===== config.mk =====
export PLATFORM = sky130hd
export DESIGN_NAME = modulo_mux_varredura_flat
export DESIGN_NICKNAME = d
export VERILOG_FILES = /design/src/rtl/modulo_mux_varredura_if.sv /design/src/rtl/modulo_mux_varredura.sv /design/src/flat_wrapper.sv
export SDC_FILE = /design/constraint.sdc
export NUM_CORES = 1
export LEC_CHECK = 0
export BUFFER_PORTS_ARGS = -buffer_cell sky130_fd_sc_hd__buf_2
export CAP_MARGIN = 25
export CORE_MARGIN = 2
export CORE_UTILIZATION = 60
export DETAILED_ROUTE_END_ITERATION = 6
export HOLD_SLACK_MARGIN = 0.1
export PLACE_DENSITY = 0.83
export SYNTH_ARGS = -nofsm -noshare
export SYNTH_HDL_FRONTEND = slang
export SYNTH_SLANG_ARGS = --single-unit

===== constraint.sdc =====
create_clock -name clk -period 4.4 [get_ports clk]
set_input_delay 0.66 -clock clk [delete_from_list [all_inputs] [get_ports clk]]
set_output_delay 0.66 -clock clk [all_outputs]
set_load 0.01 [all_outputs]

===== src/rtl/modulo_mux_varredura_if.sv =====
// modulo_mux_varredura_if: channel data, control and scan outputs
// of the registered channel scanner, grouped with master/slave views.
interface modulo_mux_varredura_if #(
  parameter int WIDTH    = 1,
  parameter int CHANNELS = 4,
  parameter int SEL_W    = 2
);
  logic [CHANNELS*WIDTH-1:0] data_in;
  logic                      mode;
  logic [SEL_W-1:0]          input_sel;
  logic                      hold;
  logic [WIDTH-1:0]          out;
  logic [SEL_W-1:0]          chan_sel;
  logic [CHANNELS-1:0]       chan_onehot;
  logic                      tick;

  modport master (
    output data_in,
    output mode,
    output input_sel,
    output hold,
    input  out,
    input  chan_sel,
    input  chan_onehot,
    input  tick
  );

  modport slave (
    input  data_in,
    input  mode,
    input  input_sel,
    input  hold,
    output out,
    output chan_sel,
    output chan_onehot,
    output tick
  );
endinterface


===== src/rtl/modulo_mux_varredura.sv =====
// modulo_mux_varredura: registered N:1 channel mux with scan mode.
// Optional one-cycle blanking on channel switch: MUX_VARREDURA_BLANK_EN.
module modulo_mux_varredura #(
  parameter int WIDTH    = 1,
  parameter int CHANNELS = 4,
  parameter int SEL_W    = 2,
  parameter int DIVIDER  = 50000
) (
  input  logic                    clk,
  input  logic                    reset,
  modulo_mux_varredura_if.slave   bus
);

  localparam int PW = $clog2(DIVIDER);
  localparam logic [PW-1:0]    PLAST = PW'(DIVIDER - 1);
  localparam logic [SEL_W-1:0] CLAST = SEL_W'(CHANNELS - 1);

`ifdef MUX_VARREDURA_BLANK_EN
  typedef enum logic [1:0] {
    MANUAL = 2'd0,
    SCAN   = 2'd1,
    BLANK  = 2'd2
  } st_t;
`else
  typedef enum logic [1:0] {
    MANUAL = 2'd0,
    SCAN   = 2'd1
  } st_t;
`endif

  st_t                 st_q, st_d;
  logic [SEL_W-1:0]    chan_q, chan_d;
  logic [PW-1:0]       pcnt_q, pcnt_d;
  logic [WIDTH-1:0]    out_q, out_d;
  logic [CHANNELS-1:0] oh_q, oh_d;
  logic                tick_q, tick_d;

  logic [WIDTH-1:0]    data_sel;
  logic [CHANNELS-1:0] oh_sel;
  logic [PW-1:0]       pcnt_base;
  logic [SEL_W-1:0]    chan_inc;
  logic                sel_ok;
  logic                scan_run;
  logic                scan_hold;
  logic                man_load;

  // Data and one-hot enable of the current channel register.
  always_comb begin
    data_sel = '0;
    oh_sel   = '0;
    for (int k = 0; k < CHANNELS; k++) begin
      if (chan_q == SEL_W'(k)) begin
        data_sel  = bus.data_in[k*WIDTH +: WIDTH];
        oh_sel[k] = 1'b1;
      end
    end
  end

  // Next channel, prescaler, tick, state and output values.
  always_comb begin
    sel_ok    = (int'(bus.input_sel) < CHANNELS);
    scan_run  = bus.mode && !bus.hold;
    scan_hold = bus.mode && bus.hold;
    man_load  = !bus.mode && !bus.hold && sel_ok;
    // Entering scan from manual always restarts the count.
    pcnt_base = (st_q == MANUAL) ? '0 : pcnt_q;
    chan_inc  = (chan_q == CLAST) ? '0 : chan_q + SEL_W'(1);

    chan_d = chan_q;
    pcnt_d = '0;
    tick_d = 1'b0;

    unique case (1'b1)
      scan_run: begin
        if (pcnt_base == PLAST) begin
          chan_d = chan_inc;
          tick_d = 1'b1;
        end else begin
          pcnt_d = pcnt_base + PW'(1);
        end
      end
      scan_hold: pcnt_d = pcnt_base;
      man_load:  chan_d = bus.input_sel;
      default:   ;
    endcase

`ifdef MUX_VARREDURA_BLANK_EN
    if (chan_d != chan_q) begin
      st_d = BLANK;
    end else begin
      st_d = bus.mode ? SCAN : MANUAL;
    end
    out_d = (st_q == BLANK) ? '0 : data_sel;
    oh_d  = (st_q == BLANK) ? '0 : oh_sel;
`else
    st_d  = bus.mode ? SCAN : MANUAL;
    out_d = data_sel;
    oh_d  = oh_sel;
`endif
  end

  // State, channel, prescaler and registered outputs.
  always_ff @(posedge clk) begin
    if (reset) begin
      st_q   <= MANUAL;
      chan_q <= '0;
      pcnt_q <= '0;
      out_q  <= '0;
      oh_q   <= '0;
      tick_q <= 1'b0;
    end else begin
      st_q   <= st_d;
      chan_q <= chan_d;
      pcnt_q <= pcnt_d;
      out_q  <= out_d;
      oh_q   <= oh_d;
      tick_q <= tick_d;
    end
  end

  assign bus.out         = out_q;
  assign bus.chan_sel    = chan_q;
  assign bus.chan_onehot = oh_q;
  assign bus.tick        = tick_q;

endmodule


===== src/flat_wrapper.sv =====
// flat-port wrapper written by rule: the top's interface ports become plain ports
module modulo_mux_varredura_flat 
#(
  parameter int WIDTH    = 1,
  parameter int CHANNELS = 4,
  parameter int SEL_W    = 2,
  parameter int DIVIDER  = 50000
)
  (clk, reset, bus_data_in, bus_mode, bus_input_sel, bus_hold, bus_out, bus_chan_sel, bus_chan_onehot, bus_tick);
  modulo_mux_varredura_if #(.WIDTH(WIDTH), .CHANNELS(CHANNELS), .SEL_W(SEL_W)) bus_i ();
  input  logic clk;
  input  logic reset;
  input wire logic [$bits(bus_i.data_in)-1:0] bus_data_in;
  input wire logic [$bits(bus_i.mode)-1:0] bus_mode;
  input wire logic [$bits(bus_i.input_sel)-1:0] bus_input_sel;
  input wire logic [$bits(bus_i.hold)-1:0] bus_hold;
  output wire logic [$bits(bus_i.out)-1:0] bus_out;
  output wire logic [$bits(bus_i.chan_sel)-1:0] bus_chan_sel;
  output wire logic [$bits(bus_i.chan_onehot)-1:0] bus_chan_onehot;
  output wire logic [$bits(bus_i.tick)-1:0] bus_tick;
  assign bus_i.data_in = bus_data_in;
  assign bus_i.mode = bus_mode;
  assign bus_i.input_sel = bus_input_sel;
  assign bus_i.hold = bus_hold;
  assign bus_out = bus_i.out;
  assign bus_chan_sel = bus_i.chan_sel;
  assign bus_chan_onehot = bus_i.chan_onehot;
  assign bus_tick = bus_i.tick;
  modulo_mux_varredura #(.WIDTH(WIDTH), .CHANNELS(CHANNELS), .SEL_W(SEL_W), .DIVIDER(DIVIDER)) u_core (.clk(clk), .reset(reset), .bus(bus_i));
endmodule

==> results of run 1 <==
## how the worst max path moves through the flow
| stage | slack (ns) | to | cells after the start | start |
|---|---|---|---|---|
| floorplan | 2.39 | u_core.pcnt_q[14] | 8 | u_core.st_q[0] |
| global placement | 1.77 | u_core.bus.chan_sel[1] | 7 | u_core.st_q[0] |
| detailed placement | 1.65 | u_core.bus.chan_sel[1] | 7 | u_core.st_q[0] |
| CTS | 1.63 | u_core.bus.chan_sel[1] | 7 | u_core.st_q[0] |
| global route | 1.37 | u_core.bus.chan_sel[1] | 7 | u_core.st_q[0] |
| finish | 1.59 | u_core.bus.chan_sel[1] | 7 | u_core.st_q[0] |
## state kept, by name, summed over array words and instances (netlist names)
| register | cells |
|---|---|
| u_core.bus.tick | 1 |
| u_core.pcnt_q | 16 |
| u_core.bus.out | 1 |
| u_core.bus.chan_onehot | 4 |
| u_core.st_q | 1 |
| u_core.bus.chan_sel | 2 |
## cell usage after synthesis (4+ instances only)
| library cell | n |
|---|---|
| a31oi_1 | 4 |
| ha_1 | 5 |
| nand3_1 | 4 |
| nor2b_1 | 5 |
| o21ai_0 | 4 |
| nand2_1 | 22 |
| a21oi_1 | 10 |
| nor2_1 | 8 |
| clkbuf_1 | 6 |
| inv_1 | 6 |
| nand4_1 | 5 |
| nor3_1 | 4 |
| nor4_1 | 5 |
| dfxtp_1 | 25 |
| nand2b_1 | 4 |
| or4_1 | 4 |
## cells by family after synthesis
group                      count (synthesis)  synth area share, %
AOI/OAI and AO/OA                         33                 16.5
xor gates and xnor gates                   4                 2.60
adders and majority gates                  5                 4.65
buffers and inverters                     14                 4.27
DFF                                       25                 37.2
muxes                                      1                0.744
and+or+nand+nor                           79                 34.1
## routing by layer
metal,track usage (%),up-vias,part of all wire [%]
met5,0,-,0
met4,12.7,0,1.9
met3,2.92,6,4.9
met2,40.8,31,51
met1,27.6,584,42
li1,-,618,-
## placed cells by master (no fill, tap or decap), drive strengths merged, types with 3 or more instances in the layout
cell type	netlist	final
a21oi	10	10
a31oi	4	4
buf	2	17
clkbuf	6	4
dfxtp	25	25
ha	5	5
inv	6	6
nand2	22	22
nand2b	4	4
nand3	4	4
nand4	6	6
nand4b	3	3
nor2	8	8
nor2b	5	5
nor3	4	4
nor4	5	5
o2111ai	3	3
o21ai	4	4
or3	5	5
or4	4	4
xor2	3	3
## per-stage QoR
stage | hold WS [ns] | power [mW] | std cells | cell area (sq um)
after global placement | 0.515 | 0.273 | 198 | 1430
after floorplan | 0.489 | 0.261 | 161 | 1350
after detailed placement | 0.530 | 0.275 | 198 | 1430
after global routing | 0.565 | 0.384 | 202 | 1460
final | 0.538 | 0.372 | 202 | 1460
after CTS | 0.548 | 0.375 | 202 | 1460
## critical path: stages (launching register included)
cell and delay, ns:
dfxtp_1 0.77, nand2_1 0.18, inv_1 0.14, ha_1 0.23, and4b_1 0.21, nand4_1 0.40, or4_1 0.61, and3_1 0.18
## final cells by class
cell class	instances	area, sq um	area share (%)
clock buffers	4	26.3	1.80
repair buffers	17	85.1	5.84
multi-input cells	122	788	54.1
flip-flops and latches	25	500	34.3
well taps	28	35.0	2.40
inverters	6	22.5	1.55
## report_power, final
group,switching [mW],total (mW),internal (mW)
sequential,0.00533,0.237,0.231
clock,0.0665,0.102,0.0356
combinational,0.0182,0.0331,0.0149
==> metrics.txt, run 1 <==
Final HPWL DP ~2 mm; initial DRC count 28; async set-reset flop share out of synthesis 0%; Post-Syn Nets roughly 180; WL final 2.78 mm; Hold Startpoint u_core.pcnt_q[12]; setup tns final 0 ns; drt drc 0; register area share after synthesis 37.2%; Vias/cell 6.13; Die W 51.4 um; CTS Sinks 25; Starting Density 62.1%; Reg-to-Reg Start u_core.st_q[0]; CTS tree built; grt total ovfl 0; area share of the largest cell type after synthesis 37.2%; Max Freq ~0.36 GHz; DR pass1 iterations 4; LEAKAGE 0.534 nW; post-cts sizing count 0; total track usage 23.4%; Vias 1239; ANT cells 0; share of layout cells above drive strength 1 15.5%; Rows 17; kind of critical path reg -> reg; HP Class reg -> reg; post-route ant nets 0; Synth Cell Area about 1300 sq um; outcome complete, no violations; core area ~2200 sq um; clk buf depth 2; hold path cells 2; Place WS 1.65 ns; Warnings, synthesis 0; post-layout net count 190; Worst Setup End Kind flop; slew of the pin with the lowest slew margin 0.662 ns; Critical Path AT 3.04 ns; Period minus WS final 2.81 ns; Post-synth EDFFs 0; period utilization between 60 and 70%; top_reg_cell synth dfxtp_1; H-Tree Depth 1; cell count after synthesis between 150 and 200; vias in the first global route between 1000 and 1500; clock skew 0.00288 ns; syn_area_per_cell 8.36 sq um; Max-Cap Viols 0; Slew HR 55.8%; Num CTS Buffers 3; final setup margin 1.59 ns; fill cell count 194; pin count of the biggest net entering global routing 27; RePlAce Congestion 0.854; Cell Pwr Density 255 nW/um^2; worst-case reg-to-reg path depth 7; die area 2640 sq um; I/O Buffers 17; FF-to-FF setup slack 1.59 ns; RSZ-0062 raised after global routing no; antenna violations before repair 0; Synth area leaders dfxtp_1 (37%), nand2_1 (6.1%), ha_1 (4.6%), a21oi_1 (3.7%), nand4_1 (2.3%); post-CTS setup buffers 0; Fin. Hold Viols 0; Hold-fix buffers, CTS 0; Die Y between 50 and 60 um; Slew Limit Fails 0; CP startpoint kind flop; Synth area leader dfxtp_1; FF+latch count, synth 25; first-pass GRT wire length 4.64 mm; CP Max Fanout 23; Clock transition at path regs between 0.1 and 0.15 ns; root buf cell clkbuf_4; RR Endpoint u_core.bus.chan_sel[1]; post-synth cell types 41; final design utilization 67.2%; worst path required time ~4.6 ns; maximum vdd drop 0.000189 V; WL per Instance 13.7 um; P&R area growth vs syn 8.27%; Clock Latency Late Sink approximately 0.32 ns; Finish-stage setup viols 0; WHS Endpoint u_core.pcnt_q[13]; num ports 18
No activity file was read; power rests on OpenSTA's default activity.
==> run 2: changes to the inputs <==
--- a/config.mk
+++ b/config.mk
@@ -5,13 +5,14 @@
 export SDC_FILE = /design/constraint.sdc
 export NUM_CORES = 1
 export LEC_CHECK = 0
+export ABC_AREA = 1
 export BUFFER_PORTS_ARGS = -buffer_cell sky130_fd_sc_hd__buf_2
 export CAP_MARGIN = 25
 export CORE_MARGIN = 2
-export CORE_UTILIZATION = 60
+export CORE_UTILIZATION = 52
 export DETAILED_ROUTE_END_ITERATION = 6
 export HOLD_SLACK_MARGIN = 0.1
-export PLACE_DENSITY = 0.83
+export PLACE_DENSITY = 0.75
 export SYNTH_ARGS = -nofsm -noshare
 export SYNTH_HDL_FRONTEND = slang
 export SYNTH_SLANG_ARGS = --single-unit
==> constraint.sdc (replaced) <==
create_clock -name clk -period 2.5 [get_ports clk]
set_input_delay 0.375 -clock clk [delete_from_list [all_inputs] [get_ports clk]]
set_output_delay 0.375 -clock clk [all_outputs]
set_load 0.01 [all_outputs]
==> metrics.txt, run 2 <==
DR pass1 iterations 4; share of layout cells above drive strength 1 16.7%; most frequent cells in the layout nand2_1 (63), inv_1 (31), nand3_1 (28); worst path required time 2.76 ns; post-CTS setup buffers 0; first-pass GRT wire length 5.59 mm; slew of the pin with the lowest slew margin 0.510 ns; grt total ovfl 0; Starting Density 55.1%; Synth area leader dfxtp_1; Vias roughly 1500; Vias/cell between 5 and 6; Clock transition at path regs 0.14 ns; vias in the first global route between 1000 and 1500; ANT cells 0; top_reg_cell synth dfxtp_1; Rows 19; Post-synth EDFFs 0; die area 3370 sq um; Hold-fix buffers, CTS 0; cell count after synthesis 236; Int Power 0.493 mW; CP startpoint kind flop; CTS Sinks 25; clk buf depth 2; Final Power ~0.67 mW; post-cts sizing count 0; num ports 18; WL per Instance 11.3 um; Slew Limit Fails 0; maximum vdd drop 0.000450 V; Warnings, synthesis 0; CP Max Fanout 11; RSZ-0062 raised after global routing no; total track usage approximately a fifth; clock share of power 27.6%; Seq pwr share between 60% and 70%; Comb power frac about 11%; period utilization 69.4%; async set-reset flop share out of synthesis 0%; Post-Syn Nets 251; Fin. Hold Viols 0; Finish-stage setup viols 0; initial DRC count 63; most common cell in the netlist nand2_1; HP Class in -> reg; clock skew 0.00415 ns; Max-Cap Viols 0; LEAKAGE around 0.77 nW; post-route ant nets 0; antenna violations before repair 0; Max Freq 0.577 GHz; largest reg by FF count u_core.pcnt_q; Final HPWL DP 2.40 mm; drt drc 0; max reg flops 16; register area share after synthesis 32.9%; kind of critical path reg -> reg; most common cell after layout, fill and taps aside nand2_1; pin count of the biggest net entering global routing 23; CTS tree built; Synth area leaders dfxtp_1 (33%), nand2_1 (16%), nand3_1 (9.2%), inv_1 (7.7%), a21oi_1 (6.9%); FF+latch count, synth 25; Sw Ratio approximately a quarter; Cell Pwr Density 408 nW/um^2; WL final 3.19 mm; post-layout net count around 270; setup tns final 0 ns; H-Tree Depth 1; Period minus WS final 1.73 ns; Clock Latency Late Sink 0.32 ns; RePlAce Congestion around 0.84; Post-synth top cells nand2_1 (63), inv_1 (31), nand3_1 (28); Die Y 58.1 um; Worst Setup End Kind flop; Num CTS Buffers 3; Synth Cell Area around 1500 sq um; P&R area growth vs syn 7.74%; Critical Path AT 2.00 ns; outcome complete, no violations; Slew HR ~66%; I/O Buffers 17; sw power 0.176 mW; syn_area_per_cell 6.44 sq um; core area about 2800 sq um; root buf cell clkbuf_4; area share of the largest cell type after synthesis 32.9%; post-synth cell types 22; Die W around 58 um
## run 2: cell types whose count changed after synthesis, moves of 11 or more
cell | before | now
inv_1 | 6 | 31
nand2_1 | 22 | 63
a21oi_1 | 10 | 21
nand3_1 | 4 | 28
nor2_1 | 8 | 25
## run 2: cell families after synthesis
logic type / count (synthesis) / share of synthesized area [%]
flops: 25 / 32.9
mux: 1 / 0.741
fa+ha+maj: 5 / 4.12
buf+inv: 37 / 10.4
compound gates: 29 / 9.71
simple gates: 139 / 42.1
## run 2: critical path, cell delays in order, from the launching register on
cell,delay [ns]
dfxtp_1,0.35
nand2_1,0.08
inv_1,0.06
ha_1,0.19
inv_1,0.11
nor2_4,0.07
nand2_1,0.09
nor2_2,0.06
nor2_2,0.40
nand3_1,0.13
a21oi_1,0.15
## run 2: layout make-up
type,instances,area (sq um)
timing repair buffer,18,92.6
multi-input combinational,174,862
sequential,25,500
clock inverter,1,5.00
fill,299,1120
tap,31,38.8
inverter,31,116
clock buffer,3,22.5
## run 2: worst paths after layout
kind | from | end | slack (ns) | cells past startpoint
worst min register to register | u_core.pcnt_q[3] | u_core.pcnt_q[3] | 0.56 | 2
worst min-delay path | bus_data_in[3] | u_core.bus.out | 0.32 | 3
worst max register to register | u_core.st_q[0] | u_core.pcnt_q[9] | 0.77 | 10
worst max-delay path | u_core.st_q[0] | u_core.pcnt_q[9] | 0.77 | 10
## run 2: per-layer routing
layer | GRT usage (%) | vias up | wire length (um)
li1 | - | 778 | -
met1 | 30.3 | 640 | 1540
met5 | 0 | - | 0
met4 | 6.98 | 0 | 46
met3 | 2.23 | 4 | 183
met2 | 32.8 | 47 | 1420
## run 2: per-stage QoR
stage / hold slack [ns] / instances / setup WS [ns] / cell area [sq um] / utilization [%]
after floorplan: 0.468 / 236 / 0.804 / 1520 / -
after global placement: 0.543 / 279 / 0.808 / 1610 / 58.4
after detailed placement: 0.538 / 279 / 0.803 / 1610 / 58.4
after CTS: 0.323 / 283 / 0.776 / 1640 / 59.4
after global routing: 0.320 / 283 / 0.595 / 1640 / 59.4
final: 0.321 / 283 / 0.766 / 1640 / 59.4
## run 2: power by group through the flow
stage	sequential [mW]	combinational, mW	clock (mW)
after floorplan	0.425	0.0464	0
after global placement	0.420	0.0724	0
after detailed placement	0.420	0.0734	0
after CTS	0.411	0.0735	0.194
after global routing	0.413	0.0820	0.212
final	0.411	0.0729	0.185
==> run 3: changes to the inputs <==
--- a/config.mk
+++ b/config.mk
@@ -5,14 +5,14 @@
 export SDC_FILE = /design/constraint.sdc
 export NUM_CORES = 1
 export LEC_CHECK = 0
-export ABC_AREA = 1
+export ABC_AREA = 0
 export BUFFER_PORTS_ARGS = -buffer_cell sky130_fd_sc_hd__buf_2
 export CAP_MARGIN = 25
 export CORE_MARGIN = 2
-export CORE_UTILIZATION = 52
+export CORE_UTILIZATION = 56
 export DETAILED_ROUTE_END_ITERATION = 6
 export HOLD_SLACK_MARGIN = 0.1
-export PLACE_DENSITY = 0.75
+export PLACE_DENSITY = 0.78
 export SYNTH_ARGS = -nofsm -noshare
 export SYNTH_HDL_FRONTEND = slang
 export SYNTH_SLANG_ARGS = --single-unit
==> constraint.sdc (replaced) <==
create_clock -name clk -period 1.7 [get_ports clk]
set_input_delay 0.255 -clock clk [delete_from_list [all_inputs] [get_ports clk]]
set_output_delay 0.255 -clock clk [all_outputs]
set_load 0.01 [all_outputs]
==> metrics.txt, run 3 (synthesis results as in run 1) <==
CTS Sinks 25; slowest CP cell or4_1; RSZ-0062 raised after global routing yes; RePlAce Congestion 0.903; I/O Buffers 17; CP startpoint kind flop; Reg-to-Reg Start u_core.st_q[0]; final setup margin -0.151 ns; LEAKAGE between 0.7 and 0.8 nW; Finish-stage setup viols 11; Crit path buffers/inverters 2; outcome complete, but fails checks; CP Max Fanout 4; Cell Pwr Density 561 nW/um^2; initial DRC count between 40 and 50; Num CTS Buffers 3; post-route ant nets 0; Fin. Hold Viols 0; grt total ovfl 0; H-Tree Depth 1; slew of the pin with the lowest slew margin 0.372 ns; root buf cell clkbuf_4; P&R area growth vs syn 32.7%; clk buf depth 2; clock skew 0.00677 ns; RR Endpoint u_core.bus.chan_sel[1]; Starting Density 60.3%; Clock Latency Late Sink 0.33 ns; stages on the worst setup path 8; Die Y 53.0 um; Period minus WS final approximately 1.9 ns; violated checks negative setup slack; CTS tree built; Final HPWL DP ~2.7 mm; Slew Limit Fails 0; fill cell count 162; maximum vdd drop 0.000443 V; Hold-fix buffers, CTS 0; final design utilization 80.0%; drt drc 0; Slew HR 75.0%; die area 2810 sq um; core area 2230 sq um; WL final 3.66 mm; dpl cells around 230; Die W ~53 um; Worst Setup End Kind flop; slowest stage delay, CP 0.44 ns; WHS 0.183 ns; largest reg by FF count u_core.pcnt_q; Place WS -0.122 ns; post-layout net count 223; antenna violations before repair 0; Rows 17; first-pass GRT wire length 6.11 mm; origin of the worst setup path u_core.st_q[0]; num ports 18; Critical Path, Cell by Cell nand2_2 -> inv_2 -> ha_4 -> buf_6 -> and4b_1 -> nand4_1 -> or4_1 -> and3_1; Worst setup endpoint u_core.bus.chan_sel[1]; share of layout cells above drive strength 1 34.8%; WL per Instance 15.6 um; Max Freq 0.540 GHz; period utilization 109%; kind of critical path reg -> reg; total track usage around 30%; Vias 1427; DR pass1 iterations 5; worst-case reg-to-reg path depth 8; Vias/cell between 6 and 7; HP Class in -> reg; most common cell after layout, fill and taps aside buf_4; setup tns final -0.768 ns; FF-to-FF setup slack -0.15 ns; worst path required time between 1.5 and 2 ns; Clock transition at path regs roughly 0.15 ns; max reg flops 16; most frequent cells in the layout buf_4 (31), dfxtp_1 (23), nand2_1 (20); ANT cells 0; Worst path top cell family by delay simple AND/OR/NAND/NOR gates; vias in the first global route 1383; pin count of the biggest net entering global routing 17; Non-Filler Instances 235; Max-Cap Viols 0; Critical Path AT 2.09 ns
-- run 3: cell count changes in the layout (fill, tap and decap cells not counted), moves of 5 or more --
cell     delta
nor2b_1     +5
inv_1      -26
nor2_2      -6
buf_4      +30
nand2_1    -43
nor2_1     -17
a21oi_1    -11
nand3_1    -24
-- run 3: how the worst min path moves through the flow --
| stage | startpoint | to | cells past startpoint |
|---|---|---|---|
| floorplan | reset | u_core.bus.out | 1 |
| global placement | bus_data_in[3] | u_core.bus.out | 3 |
| detailed placement | u_core.pcnt_q[12] | u_core.pcnt_q[13] | 2 |
| CTS | reset | u_core.bus.chan_onehot[2] | 2 |
| global route | bus_data_in[3] | u_core.bus.out | 3 |
| finish | reset | u_core.bus.chan_onehot[2] | 2 |
-- run 3: area by class of cell --
cell class / count / area [sq um] / share of cell area, %
multi-input combinational: 122 / 845 / 47.3
sequential: 25 / 505 / 28.3
clock inverter: 1 / 7.51 / 0.420
tap: 28 / 35.0 / 1.96
clock buffer: 3 / 22.5 / 1.26
timing repair buffer: 50 / 349 / 19.5
inverter: 6 / 22.5 / 1.26
-- run 3: layer usage --
metal  GRT usage [%]  vias up  part of all wire (%)  wire (um)
met5               0        -                     0          0
met4            13.2        0                   2.4         87
met3            3.95       13                   5.3        192
met2            55.2       62                    51       1870
met1            34.1      664                    41       1500
li1                -      688                     -          -
-- run 3: report_power, final --
group	internal [mW]	leakage, nW	switching (mW)
Combinational	0.0536	0.506	0.0605
Clock	0.0901	0.0139	0.191
Sequential	0.598	0.204	0.00865
Total	0.742	0.724	0.260
-- run 3: through the flow --
step	power, mW	cell area, sq um
floorplan	0.679	1370
finish	1.00	1790
detailed placement	0.732	1690
global route	1.04	1790
CTS	1.01	1760
global placement	0.726	1690
-- run 3: timing repair --
action	4_1_cts	5_1_grt
pin swaps	6	4
endpoints found under the setup margin	6	14
resized for setup	5	4
buffers inserted	3	0
endpoints found under the hold margin	0	0
